### config.mk
export PLATFORM = sky130hd
export DESIGN_NAME = matmul_sequencer
export DESIGN_NICKNAME = d
export VERILOG_FILES = /design/src/rtl/matmul_pkg.sv /design/src/rtl/matmul_sequencer_mac.sv /design/src/rtl/matmul_sequencer.sv
export SDC_FILE = /design/constraint.sdc
export NUM_CORES = 1
export LEC_CHECK = 0
export ABC_AREA = 1
export CORE_MARGIN = 2
export CORE_UTILIZATION = 55
export CTS_BUF_LIST = sky130_fd_sc_hd__clkbuf_8
export CTS_CLUSTER_SIZE = 10
export DETAILED_ROUTE_END_ITERATION = 16
export GPL_TIMING_DRIVEN = 0
export PLACE_DENSITY = 0.82
export SLEW_MARGIN = 30
export SYNTH_ARGS = -nofsm -noshare
export SYNTH_HDL_FRONTEND = slang
export SYNTH_SLANG_ARGS = --single-unit
### constraint.sdc
create_clock -name CLK -period 6.68 [get_ports CLK]
set_input_delay 1.336 -clock CLK [delete_from_list [all_inputs] [get_ports CLK]]
set_output_delay 1.336 -clock CLK [all_outputs]
set_load 0.02 [all_outputs]
### src/rtl/matmul_pkg.sv
// Shared types, sizes and address helpers for the 3x3 matrix-multiply sequencer.
package matmul_pkg;

  localparam int unsigned N      = 3;
  localparam int unsigned B_BASE = 9;
  localparam int unsigned DATA_W = 8;
  localparam int unsigned ACC_W  = 18;
  localparam int unsigned ADDR_W = 5;
  localparam int unsigned IDX_W  = 2;
  localparam int unsigned NOUT   = N * N;
  localparam int unsigned OIDX_W = 4;

  typedef enum logic [2:0] {
    IDLE  = 3'd0,
    RD_A  = 3'd1,
    RD_B  = 3'd2,
    MAC   = 3'd3,
    STORE = 3'd4,
    DONE  = 3'd5
  } state_t;

  // Address of A[r][c]
  function automatic logic [ADDR_W-1:0] a_addr(input logic [IDX_W-1:0] r,
                                               input logic [IDX_W-1:0] c);
    return ADDR_W'(N) * ADDR_W'(r) + ADDR_W'(c);
  endfunction

  // Address of B[r][c]
  function automatic logic [ADDR_W-1:0] b_addr(input logic [IDX_W-1:0] r,
                                               input logic [IDX_W-1:0] c);
    return ADDR_W'(B_BASE) + ADDR_W'(N) * ADDR_W'(r) + ADDR_W'(c);
  endfunction

  // Row-major result slot of C[r][c]
  function automatic logic [OIDX_W-1:0] out_idx(input logic [IDX_W-1:0] r,
                                                input logic [IDX_W-1:0] c);
    return OIDX_W'(N) * OIDX_W'(r) + OIDX_W'(c);
  endfunction

endpackage

### src/rtl/matmul_sequencer_mac.sv
// Shared 8x8 multiply with 18-bit accumulator; clear has priority over enable.
module mac_unit
  import matmul_pkg::*;
(
  input  logic              clk,
  input  logic              rst_n,
  input  logic              clr,
  input  logic              en,
  input  logic [DATA_W-1:0] a,
  input  logic [DATA_W-1:0] b,
  output logic [ACC_W-1:0]  acc
);

  localparam int unsigned PROD_W = 2 * DATA_W;

  logic [PROD_W-1:0] prod;

  // Unsigned product of the two operands
  assign prod = PROD_W'(a) * PROD_W'(b);

  // Accumulate one product per enabled cycle
  always_ff @(posedge clk) begin
    if (!rst_n) begin
      acc <= '0;
    end else if (clr) begin
      acc <= '0;
    end else if (en) begin
      acc <= acc + ACC_W'(prod);
    end
  end

endmodule

### src/rtl/matmul_sequencer.sv
// 3x3 unsigned matrix multiply sequencer: reads A and B from an operand memory
// with one-cycle read latency and computes C = A x B on one shared MAC.
// Optional macro MATMUL_SAT_EN: stored results saturate at 255 instead of
// being truncated to the low 8 bits.
module matmul_sequencer
  import matmul_pkg::*;
(
  input  logic              CLK,
  input  logic              RST_N,
  input  logic              Start,
  output logic [ADDR_W-1:0] MemAddr,
  output logic              MemRd,
  input  logic [DATA_W-1:0] MemData,
  output logic              Busy,
  output logic              Complete,
  output logic [DATA_W-1:0] Out1,
  output logic [DATA_W-1:0] Out2,
  output logic [DATA_W-1:0] Out3,
  output logic [DATA_W-1:0] Out4,
  output logic [DATA_W-1:0] Out5,
  output logic [DATA_W-1:0] Out6,
  output logic [DATA_W-1:0] Out7,
  output logic [DATA_W-1:0] Out8,
  output logic [DATA_W-1:0] Out9
);

  state_t            state;
  logic [IDX_W-1:0]  i;
  logic [IDX_W-1:0]  j;
  logic [IDX_W-1:0]  k;
  logic [DATA_W-1:0] a_op;
  logic [DATA_W-1:0] res [NOUT];
  logic [ACC_W-1:0]  acc;

  logic              mac_clr_c;
  logic              mac_en_c;
  logic              last_c;
  logic [IDX_W-1:0]  ni_c;
  logic [IDX_W-1:0]  nj_c;

  // Narrow the accumulator to a result byte
  function automatic logic [DATA_W-1:0] store_val(input logic [ACC_W-1:0] v);
`ifdef MATMUL_SAT_EN
    return (v > ACC_W'(255)) ? '1 : DATA_W'(v);
`else
    return DATA_W'(v);
`endif
  endfunction

  mac_unit u_mac (
    .clk   (CLK),
    .rst_n (RST_N),
    .clr   (mac_clr_c),
    .en    (mac_en_c),
    .a     (a_op),
    .b     (MemData),
    .acc   (acc)
  );

  // MAC control and next output-element indices (j wraps into i)
  always_comb begin
    mac_clr_c = 1'b0;
    mac_en_c  = 1'b0;
    last_c    = 1'b0;
    ni_c      = i;
    nj_c      = j + IDX_W'(1);
    if (state == STORE) mac_clr_c = 1'b1;
    if (state == IDLE && Start) mac_clr_c = 1'b1;
    if (state == MAC) mac_en_c = 1'b1;
    if (j == IDX_W'(N - 1)) begin
      nj_c = '0;
      ni_c = i + IDX_W'(1);
    end
    if (i == IDX_W'(N - 1) && j == IDX_W'(N - 1)) last_c = 1'b1;
  end

  // Sequencer FSM; memory strobe/address and Busy are registered from the
  // next state so they line up with the state they belong to
  always_ff @(posedge CLK) begin
    if (!RST_N) begin
      state    <= IDLE;
      i        <= '0;
      j        <= '0;
      k        <= '0;
      a_op     <= '0;
      MemAddr  <= '0;
      MemRd    <= 1'b0;
      Busy     <= 1'b0;
      Complete <= 1'b0;
      for (int unsigned n = 0; n < NOUT; n++) res[n] <= '0;
    end else begin
      MemRd <= 1'b0;
      case (state)
        IDLE: begin
          Complete <= 1'b0;
          Busy     <= 1'b0;
          if (Start) begin
            state   <= RD_A;
            i       <= '0;
            j       <= '0;
            k       <= '0;
            Busy    <= 1'b1;
            MemRd   <= 1'b1;
            MemAddr <= a_addr('0, '0);
          end
        end
        RD_A: begin
          state   <= RD_B;
          MemRd   <= 1'b1;
          MemAddr <= b_addr(k, j);
        end
        RD_B: begin
          a_op  <= MemData;
          state <= MAC;
        end
        MAC: begin
          if (k == IDX_W'(N - 1)) begin
            state <= STORE;
          end else begin
            k       <= k + IDX_W'(1);
            state   <= RD_A;
            MemRd   <= 1'b1;
            MemAddr <= a_addr(i, k + IDX_W'(1));
          end
        end
        STORE: begin
          res[out_idx(i, j)] <= store_val(acc);
          k <= '0;
          i <= ni_c;
          j <= nj_c;
          if (last_c) begin
            state <= DONE;
            Busy  <= 1'b0;
          end else begin
            state   <= RD_A;
            MemRd   <= 1'b1;
            MemAddr <= a_addr(ni_c, '0);
          end
        end
        DONE: begin
          Complete <= 1'b1;
          Busy     <= 1'b0;
          if (!Start) state <= IDLE;
        end
        default: begin
          state <= IDLE;
          Busy  <= 1'b0;
        end
      endcase
    end
  end

  assign Out1 = res[0];
  assign Out2 = res[1];
  assign Out3 = res[2];
  assign Out4 = res[3];
  assign Out5 = res[4];
  assign Out6 = res[5];
  assign Out7 = res[6];
  assign Out8 = res[7];
  assign Out9 = res[8];

endmodule
==> key figures, run 1 <==
Clocking
  – # hold bufs at CTS: 0
  – Clock tree from TritonCTS: yes
  – CTS Root Cell: clkbuf_8
  – Count of instances resized after the clock tree is built: 0
  – Number of buffers created by CTS: 9
  – Bufs on Longest Clock Path: 2
  – H-tree depth: 3
  – Latest clock arrival within the worst-skew pair: 0.36 ns
  – Clock Pin Slew Worst Setup and Hold Paths: 0.10 ns
  – Setup Fix Bufs, Post-CTS: 0
  – Number of sinks driven by the clock tree: 105

Drt
  – Antenna violation net count after detailed routing: 0
  – Count of vias placed by the detailed router: 4216
  – Average wire per cell in the routed design: 14.9 um
  – 1st-pass router iterations: 5
  – Average vias per placed instance: 5.21
  – Final Routed Wirelength: 12000 um
  – Count of unresolved DRC violations after routing: 0
  – Initial DRC count: 313

Finish
  – Final std cell area, no fill: 6700 um2
  – Core occupancy in the finished layout: 0.689
  – Number of fill cells: 754
  – Most frequent cells in the layout: nand2_1 (116), inv_1 (91), clkdlybuf4s50_1 (88)
  – Share of final-layout standard cells stronger than drive strength 1: 0.0592
  – Number of nets in the final layout: 736
  – Most frequent standard cell in the layout excluding fill and tap cells: nand2_1
  – Area used by multi-input combinational logic: 2230 um2
  – ANT cells: 0
  – Footprint of the flip-flops and latches: 2820 um2
  – Layout-stage area growth over the synthesis result: 22.3%

Power
  – Power density over cell area: 200 nW/um2
  – IR drop worst, VDD: 0.117 mV
  – Post-route total power: 1.34 mW
  – Leakage power: 2.72 nW

STA
  – Number of setup violations in the final report: 0
  – Slew at the pin closest to its max-slew limit: 0.788 ns
  – RSZ-0062 raised after global routing: no
  – Final period demand of the worst path: 5.21 ns
  – Number of hold-slack violations in the final timing report: 0
  – Achievable Freq: 192 MHz
  – Final worst path period share: 0.780
  – Aggregate negative setup slack: 0 ns
  – Setup Skew: 0.0103 ns
  – Crit path setup slack, layout: 1.47 ns
  – Headroom to the max-slew limit: 0.475
  – Number of pins with negative max-slew slack in the final report: 0

Die
  – Die span in x: 104 um
  – FP Rows: 36
  – Initial Utilization: 0.563
  – # IOs: 91
  – CORE AREA: 9730 um2
  – Chip height: 104 um
  – Die Area: 10800 um2

Yosys
  – Synthesized area per cell: 9.56 um2
  – Syn_nets: 637
  – Gate Count Post-Synth: 573
  – Total of flip-flops plus latches after synthesis: 105
  – Sequential cell area fraction in the yosys report: 0.515
  – Number of different library cells in the post-synthesis netlist: 34
  – Warnings, synthesis: 0
  – Cell area after synthesis: 5480 um2

Placed design
  – Weighted congestion reported at the end of routability-driven placement: 0.868
  – Placement Setup Slack: 1.11 ns
  – Count of port buffers added during placement: 88
  – Area of placed instances: 6530 um2
  – Hpwl dp: 9060 um

Critical path
  – Critical path's slowest cell: clkdlybuf4s50_1
  – Crit path buf inv count: 6
  – Cell repeated most along the worst path: nand2_1
  – Capturing element type of the critical path: register
  – Stage delay of the slowest cell on the critical path: 0.63 ns
  – WP data arrival: 5.48 ns
  – Critical path required time: 6.95 ns
  – Type of origin of the critical path: input port
  – Critical Path, Cell by Cell: clkdlybuf4s50_1 -> nand2_1 -> fa_1 -> fa_1 -> inv_1 -> fa_1 -> inv_1 -> fa_1 -> inv_1 -> ha_1 -> nand2_1 -> nand2_1 -> a21oi_1 -> nand2_1 -> nand2_1 -> inv_1 -> nand3_1 -> nand2_1 -> nand2_1 -> nand3_1 -> nand2_1 -> inv_1
  – Critical path class: input port to register
  – Maximum net fanout on the critical path: 7
  – Crit path max-delay family: adder cells

Status
  – Result of the run: finished, final reports clean

Global routing
  – Number of global-route vias before repair: 4190
  – All-Layer GR Usage: 0.232
  – First-pass GRT wire length: 20100 um
  – Grt total ovfl: 0
  – Maximum number of pins on one net before global-route repair: 19
  – Initial antenna violation count: 0

Run
  – Max-capacitance violation count: 0

Worst hold path
  – Min-delay worst type: register to register
==> metal layers <==
layer  vias to the layer above  share of wire  track usage
met3                        20          0.065       0.0315
met1                      1993           0.42        0.304
met5                         -              0            0
met4                         0          0.019       0.0753
li1                       2020              -            -
met2                       183           0.50        0.400
==> power by group <==
group / switching (mW) / leakage [nW] / internal (mW)
Combinational: 0.148 / 1.63 / 0.0940
Clock: 0.225 / 0.0842 / 0.140
Sequential: 0.0156 / 1.01 / 0.719
Total: 0.388 / 2.72 / 0.952
==> sequential cells by signal, summed over array words and instances (netlist names), 2 cells and up <==
register	count
j	2
k	2
MemAddr	5
a_op	8
u_mac.acc	8
i	2
res	72
state	3
==> cell usage after synthesis <==
| master | count | area share |
|---|---|---|
| nor2_1 | 81 | 0.055 |
| o221ai_1 | 2 | 0.0032 |
| nor3_2 | 1 | 0.0018 |
| nor2_4 | 2 | 0.0041 |
| inv_1 | 91 | 0.062 |
| buf_2 | 4 | 0.0037 |
| xnor2_1 | 4 | 0.0064 |
| o21ai_0 | 14 | 0.013 |
| o31ai_1 | 1 | 0.0014 |
| nand3b_1 | 2 | 0.0027 |
| a22oi_1 | 1 | 0.0014 |
| edfxtp_1 | 72 | 0.39 |
| clkinv_1 | 4 | 0.0027 |
| xor2_1 | 4 | 0.0064 |
| fa_1 | 25 | 0.091 |
| nor3_4 | 1 | 0.0030 |
| nor3_1 | 2 | 0.0018 |
| nand2_1 | 116 | 0.079 |
| nand3_1 | 19 | 0.017 |
| nand2b_1 | 1 | 0.0011 |
| o21ai_1 | 1 | 0.00091 |
| o211ai_1 | 2 | 0.0027 |
| dfxtp_1 | 33 | 0.12 |
| nand4_1 | 2 | 0.0023 |
| nand3_2 | 2 | 0.0037 |
| clkbuf_1 | 7 | 0.0048 |
| a21oi_1 | 33 | 0.030 |
| or2_2 | 3 | 0.0034 |
| inv_2 | 7 | 0.0048 |
| nor2_2 | 1 | 0.0011 |
| a21o_1 | 1 | 0.0014 |
| a211oi_1 | 2 | 0.0027 |
| ha_1 | 28 | 0.064 |
| nand2_2 | 4 | 0.0046 |
==> worst reg2reg max path: stages (launching register included) <==
cell and delay (ns):
dfxtp_1 0.31, inv_1 0.07, clkbuf_1 0.60, fa_1 0.56, fa_1 0.51, inv_1 0.05
fa_1 0.49, inv_1 0.06, fa_1 0.53, inv_1 0.04, ha_1 0.33, nand2_1 0.10
nand2_1 0.05, a21oi_1 0.16, nand2_1 0.08, nand2_1 0.12, inv_1 0.05, nand3_1 0.10
nand2_1 0.07, nand2_1 0.05, nand3_1 0.06, nand2_1 0.06, inv_1 0.03
==> final timing paths <==
path	slack, ns	depth (start not counted)	end	from
max	1.47	22	u_mac.acc[7]$_SDFFE_PP0P_	MemData[2]
min	0.46	2	a_op[7]$_SDFFE_PN0P_	a_op[7]$_SDFFE_PN0P_
max reg2reg	2.09	22	u_mac.acc[7]$_SDFFE_PP0P_	u_mac.acc[6]$_SDFFE_PP0P_
min reg2reg	0.46	2	a_op[7]$_SDFFE_PN0P_	a_op[7]$_SDFFE_PN0P_
==> per-stage QoR <==
step                      hold slack [ns]  std cells
after detailed placement            0.440        794
after global routing                0.477        809
after global placement              0.441        794
final                               0.458        809
after floorplan                     0.424        573
after CTS                           0.456        809
==> cells by family (layout without fill, tap and decap cells) <==
family	count (synthesis)	in the layout	synth area share
xor+xnor	8	8	0.0128
fa+ha+maj	53	53	0.155
compound gates	57	57	0.0566
simple gates	237	237	0.182
flops	105	105	0.515
buf+inv	113	216	0.0783
==> area by class of cell <==
cell class / instances / area share
clock buffer: 9 / 0.0185
multi-input combinational: 355 / 0.332
timing repair buffer: 88 / 0.131
inverter: 102 / 0.0571
sequential: 105 / 0.421
tap: 133 / 0.0248
buffer: 11 / 0.00691
clock inverter: 6 / 0.00784
(Power assumes the default switching activity.)
==> run 2, diff against run 1 <==
==> constraint.sdc (replaced) <==
create_clock -name CLK -period 5.3 [get_ports CLK]
set_input_delay 1.06 -clock CLK [delete_from_list [all_inputs] [get_ports CLK]]
set_output_delay 1.06 -clock CLK [all_outputs]
set_load 0.02 [all_outputs]
==> results of run 2 <==
Same layout as run 1 (identical final DEF). Status: finished, final reports clean.
Main changes from that run: setup slack after placement 1.11 ns -> 0.0102 ns; setup slack after layout 1.47 ns -> 0.369 ns; register-to-register setup slack 2.09 ns -> 0.71 ns; total power 1.34 mW -> 1.69 mW; worst IR drop on VDD 0.117 mV -> 0.148 mV
